File: src/rtl/timer_device.sv
// Memory-mapped 32-bit down-counting timer with one-shot and auto-reload modes.
// Registers: CTRL (Enable, Mode, IM), PRESET, COUNT; IRQ = IM & pending.
module timer_device (
    input  logic        clk,
    input  logic        reset,
    input  logic [1:0]  Addr,
    input  logic        We,
    input  logic [31:0] Din,
    output logic [31:0] Dout,
    output logic        IRQ
);

    typedef enum logic [1:0] {IDLE, LOAD, CNT, INT} state_t;

    state_t      state, state_nxt;
    logic [3:0]  ctrl;
    logic [31:0] preset;
    logic [31:0] count, count_nxt;
    logic        pending;
    logic        pending_set, pending_fsm_clr, en_clr;
    logic        enable, auto_reload;
    logic        wr_ctrl, wr_preset;

    assign enable      = ctrl[0];
    assign auto_reload = (ctrl[2:1] == 2'b01);
    assign wr_ctrl     = We && (Addr == 2'b00);
    assign wr_preset   = We && (Addr == 2'b01);

    always_ff @(posedge clk or posedge reset) begin
        if (reset) begin
            state <= IDLE;
        end else begin
            state <= state_nxt;
        end
    end

    always_comb begin
        state_nxt       = state;
        count_nxt       = count;
        pending_set     = 1'b0;
        pending_fsm_clr = 1'b0;
        en_clr          = 1'b0;
        case (state)
            IDLE: begin
                if (enable) state_nxt = LOAD;
            end
            LOAD: begin
                count_nxt = preset;
                state_nxt = CNT;
            end
            CNT: begin
                if (!enable) begin
                    state_nxt = IDLE;
                end else if (count <= 32'd1) begin
                    count_nxt   = '0;
                    pending_set = 1'b1;
                    state_nxt   = INT;
                end else begin
                    count_nxt = count - 32'd1;
                end
            end
            INT: begin
                if (auto_reload) begin
                    pending_fsm_clr = 1'b1;
                    state_nxt       = LOAD;
                end else begin
                    en_clr    = 1'b1;
                    state_nxt = IDLE;
                end
            end
            default: state_nxt = IDLE;
        endcase
    end

    // CPU writes to CTRL take priority over the one-shot Enable auto-clear;
    // a pending set on the same edge as a clear wins.
    always_ff @(posedge clk or posedge reset) begin
        if (reset) begin
            ctrl    <= '0;
            preset  <= '0;
            count   <= '0;
            pending <= 1'b0;
        end else begin
            if (wr_ctrl) begin
                ctrl <= Din[3:0];
            end else if (en_clr) begin
                ctrl[0] <= 1'b0;
            end
            if (wr_preset) begin
                preset <= Din;
            end
            count <= count_nxt;
            if (pending_set) begin
                pending <= 1'b1;
            end else if (wr_ctrl || wr_preset || pending_fsm_clr) begin
                pending <= 1'b0;
            end
        end
    end

    assign IRQ = ctrl[3] & pending;

    always_comb begin
        Dout = '0;
        case (Addr)
            2'b00:   Dout = {28'd0, ctrl};
            2'b01:   Dout = preset;
            2'b10:   Dout = count;
            default: Dout = '0;
        endcase
    end

endmodule

File: config.mk
export PLATFORM = sky130hd
export DESIGN_NAME = timer_device
export DESIGN_NICKNAME = d
export VERILOG_FILES = /design/src/rtl/timer_device.sv
export SDC_FILE = /design/constraint.sdc
export NUM_CORES = 1
export LEC_CHECK = 0
export BUFFER_PORTS_ARGS = -buffer_cell sky130_fd_sc_hd__clkbuf_2
export CAP_MARGIN = 0
export CORE_UTILIZATION = 39
export CTS_CLUSTER_DIAMETER = 80
export DETAILED_ROUTE_END_ITERATION = 16
export GPL_TIMING_DRIVEN = 0
export SYNTH_ARGS = -nofsm -noshare
export SYNTH_HDL_FRONTEND = slang
export SYNTH_SLANG_ARGS = --single-unit
File: constraint.sdc
create_clock -name clk -period 2.7 [get_ports clk]
set_input_delay 0.54 -clock clk [delete_from_list [all_inputs] [get_ports clk]]
set_output_delay 0.54 -clock clk [all_outputs]
set_load 0.03 [all_outputs]
==> reports/results.md <==
| Item | Value |
|:---|:---|
| Outcome | finished clean |
| Endpoint arrival time on the critical path | 2.08 ns |
| Worst-case vdd ir drop | 0.3495 mV |
| Residual antenna-violating net count after detailed routing | 0 |
| Fraction of met1 tracks used by global routing | 35.23% |
| GR Layer Usage met2 | 35.85% |
| Shortest period the worst path allows | 2.619 ns |
| Clock tree from TritonCTS | done |
| Synth Cell Area | 3969 sq um |
| Post-Place Worst Slack | -0.4817 ns |
| Global route total overflow | 0 |
| Number of I/O pins | 70 |
| Sequential share of power | 36.5% |
| Post-synth net total | 428 |
| Final instance area | 4840 sq um |
| Worst-skew pair later-pin latency | 0.35 ns |
| CTS sink cnt | 71 |
| Effective utilization at floorplan | 40.42% |
| Detail-routed net length per standard cell | 19.39 microns |
| Required time worst endpoint | 2.16 ns |
| Synth warn | 0 |
| Kind of end point of the critical path | output port |
| RSZ-0062 raised after global routing | false |
| Cell Int Power | 2.859 mW |
| Clk pwr share | 21.9% |
| Fraction of layout cells with a size suffix above 1 | 31.32% |
| Summed negative setup slack over all endpoints | 0 ns |
| EDFF count, synth | 0 |
| Total net switching power | 2.084 mW |
| R2R Path End | count[1]$_DFFE_PP0P_ |
| CP startpoint kind | input port |
| Leading area contributor after synthesis | sky130_fd_sc_hd__dfrtp_1 |
| Count of mapped cells out of synthesis | 389 |
| Clock-pin slew on the worst setup and hold paths | 0.08 ns |
| DIE WIDTH | 102.9 microns |
| Dominant synthesized flop cell | sky130_fd_sc_hd__dfrtp_1 |
| Worst clock skew on the final layout | 0.01278 ns |
| Grt met3 use | 4.881% |
| Static leakage | 2.094 nW |
| Wire length of the first global-routing pass | 18.54 mm |
| Share of synthesized registers carrying an async set or reset | 100.0% |
| Number of distinct library cells after synthesis | 56 |
| Worst R2R Path Depth | 6 |
| Final slew viol count | 0 |
| Register bit count reported by yosys | 71 |
| Die Outline Area | 10580 sq um |
| GPL Wtd Cong | 0.8861 |
| Layout fillers | 992 |
| Leading post-synthesis cells by cell area | sky130_fd_sc_hd__dfrtp_1, sky130_fd_sc_hd__mux2_2, sky130_fd_sc_hd__a22o_1 |
| Number of port buffers | 68 |
| Top achievable clock speed | 0.3819 GHz |
| Area overhead of the layout relative to synthesis | 21.94% |
| Number of clock buffers inserted by TritonCTS | 9 |
| Sequential share of the synthesized area | 44.77% |
| Overall power after layout | 4.943 mW |
| Setup CP Type | input port to output port |
| Top cell type's share of synthesized area | 44.77% |
| Power per Cell Area | 1021 nW/um^2 |
| Global-route usage over all layers | 24.11% |
| Avg Cell Area, Syn | 10.20 sq um |
| Count of standard-cell rows | 36 |
| Post-detailed-routing wire length | 11.87 mm |
| Hold crit path type | input port to asynchronous set/reset pin |
| Worst reg2reg startpoint | state[0]$_DFFE_PP0P_ |
| # hold bufs at CTS | 0 |
| Tightest hold margin | 0.1816 ns |
| Initial antenna violation count | 0 |
| Diode count | 0 |
| Final worst setup slack | 0.08145 ns |
| Via count of the first global-routing pass | 3318 |
| Final number of hold-violating endpoints | 0 |
| Placed Cells incl. Taps | 591 |
| Fraction of the cycle the final worst path needs | 96.98% |
| Setup slack of the worst register-to-register path | 0.13 ns |
| Cell at the root of the clock tree | sky130_fd_sc_hd__clkbuf_8 |
| Busiest grt layer | met2 |
| Via/cell ratio | 5.868 |
| Final Util | 49.29% |
| Total number of nets in the final design | 513 |
| CTS H-Tree Depth | 3 |
| Number of max-capacitance violations reported | 0 |
| Slew of the pin with the lowest slew margin | 0.6792 ns |
| Vertical die dimension | 102.9 microns |
| Relative slew margins | 54.68% |
| Placeable core region | 9819 sq um |
| Post-place instance area | 4498 sq um |
| Iteration count of the initial detailed-routing pass | 5 |
| Largest fanout on the critical path | 10 |
| First-iteration detailed-routing DRC count | 252 |
| Total half-perimeter wirelength after legalization and detailed placement | 8.319 mm |
| Sw frac | 42.16% |
| Pin count of the biggest net entering global routing | 39 |
| Post-route DRC violation count | 0 |
| Total via count after detailed routing | 3591 |
| Filler-free cell count of the finished design | 612 |
| CTS max path bufs | 2 |
| Final setup viols | 0 |
| Fraction of power consumed by combinational cells | 41.6% |
-- worst max-delay path: stages --
cell                       delay, ns
sky130_fd_sc_hd__buf_1          0.31
sky130_fd_sc_hd__nor2b_1        0.18
sky130_fd_sc_hd__clkbuf_2       0.32
sky130_fd_sc_hd__clkbuf_4       0.32
sky130_fd_sc_hd__a22o_1         0.18
sky130_fd_sc_hd__clkbuf_2       0.21
-- how the worst max path moves through the flow --
stage	startpoint	to	slack, ns
floorplan	count[0]$_DFFE_PP0P_	count[28]$_DFFE_PP0P_	0.25
global placement	reset	preset[15]$_DFFE_PP0P_	-0.64
detailed placement	Addr[1]	Dout[11]	-0.48
CTS	count[14]$_DFFE_PP0P_	count[26]$_DFFE_PP0P_	-0.006
global route	count[0]$_DFFE_PP0P_	count[28]$_DFFE_PP0P_	0.009
finish	Addr[1]	Dout[28]	0.08
-- timing repair --
| item | in CTS | in global routing |
|---|---|---|
| pin swaps | 2 | 2 |
| buffers inserted | 2 | 3 |
| setup endpoints to repair | 42 | 41 |
| resized for setup | 7 | 16 |
-- flip-flops by register name (all words and copies together) (netlist names) --
signal,count
pending,1
count,32
ctrl,4
state,2
preset,32
-- Yosys cell counts (3+ instances only) --
cell                        count
sky130_fd_sc_hd__a21oi_1        8
sky130_fd_sc_hd__a221o_1        6
sky130_fd_sc_hd__a22o_1        31
sky130_fd_sc_hd__a22oi_1       15
sky130_fd_sc_hd__a32oi_1        3
sky130_fd_sc_hd__buf_1          5
sky130_fd_sc_hd__clkbuf_1      21
sky130_fd_sc_hd__dfrtp_1       71
sky130_fd_sc_hd__inv_1          8
sky130_fd_sc_hd__mux2_2        35
sky130_fd_sc_hd__mux2i_1        5
sky130_fd_sc_hd__nand2_1       20
sky130_fd_sc_hd__nand2b_1       3
sky130_fd_sc_hd__nand3_1       23
sky130_fd_sc_hd__nand3b_1       4
sky130_fd_sc_hd__nand4_1        3
sky130_fd_sc_hd__nor2_1        15
sky130_fd_sc_hd__nor2b_1        5
sky130_fd_sc_hd__nor3_1        11
sky130_fd_sc_hd__nor4_1         9
sky130_fd_sc_hd__o21ai_0       23
sky130_fd_sc_hd__o22ai_1        3
sky130_fd_sc_hd__o2bb2ai_1      4
sky130_fd_sc_hd__o311ai_0       5
sky130_fd_sc_hd__or3_1         12
-- per-layer routing --
layer,vias to the layer above,wire length (microns)
li1,1681,-
met1,1756,5466
met2,140,5416
met3,14,831
met4,0,155
met5,-,0
-- final cells by class --
cell class                      count  area [sq um]  share of cell area [%]
Tap cell                          133         166.4                   3.438
Multi-Input combinational cell    281          2072                   42.81
Clock buffer                       11         151.4                   3.128
Timing Repair Buffer               74         397.9                   8.221
Clock inverter                      5         103.9                   2.146
Sequential cell                    71          1778                   36.74
Buffer                             29         137.6                   2.844
Inverter                            8         32.53                  0.6722
-- power by group through the flow --
stage | clock network [mW] | logic (mW) | registers [mW]
finish | 1.08 | 2.06 | 1.80
global route | 1.15 | 2.26 | 1.86
detailed placement | 0 | 1.97 | 1.80
CTS | 1.10 | 2.00 | 1.78
global placement | 0 | 1.94 | 1.79
floorplan | 0 | 1.46 | 1.68
-- cells in the final DEF, fill, tap and decap left out, types with 7 or more instances in the layout --
master                     netlist  routed
sky130_fd_sc_hd__clkbuf_2        0      72
sky130_fd_sc_hd__nor4_1          9       8
sky130_fd_sc_hd__nand3_1        23      23
sky130_fd_sc_hd__nor3_1         11      11
sky130_fd_sc_hd__clkbuf_8        0      11
sky130_fd_sc_hd__a22o_1         31      31
sky130_fd_sc_hd__mux2_2         35      35
sky130_fd_sc_hd__buf_4           1       7
sky130_fd_sc_hd__dfrtp_1        71      70
sky130_fd_sc_hd__a22oi_1        15      15
sky130_fd_sc_hd__nand2_1        20      20
sky130_fd_sc_hd__a21oi_1         8       8
sky130_fd_sc_hd__clkbuf_1       21      14
sky130_fd_sc_hd__nor2_1         15      15
sky130_fd_sc_hd__o21ai_0        23      23
sky130_fd_sc_hd__or3_1          12      12
-- cells by family after synthesis --
family | after synthesis | synth area share [%]
flip-flops | 71 | 44.77
AND/OR/NAND/NOR | 122 | 17.15
buffers and inverters | 37 | 3.815
AO/OA/AOI/OAI | 117 | 22.45
adder cells (fa/ha/maj) | 2 | 0.6304
multiplexers | 40 | 11.19
No activity file was read; power rests on OpenSTA's default activity.
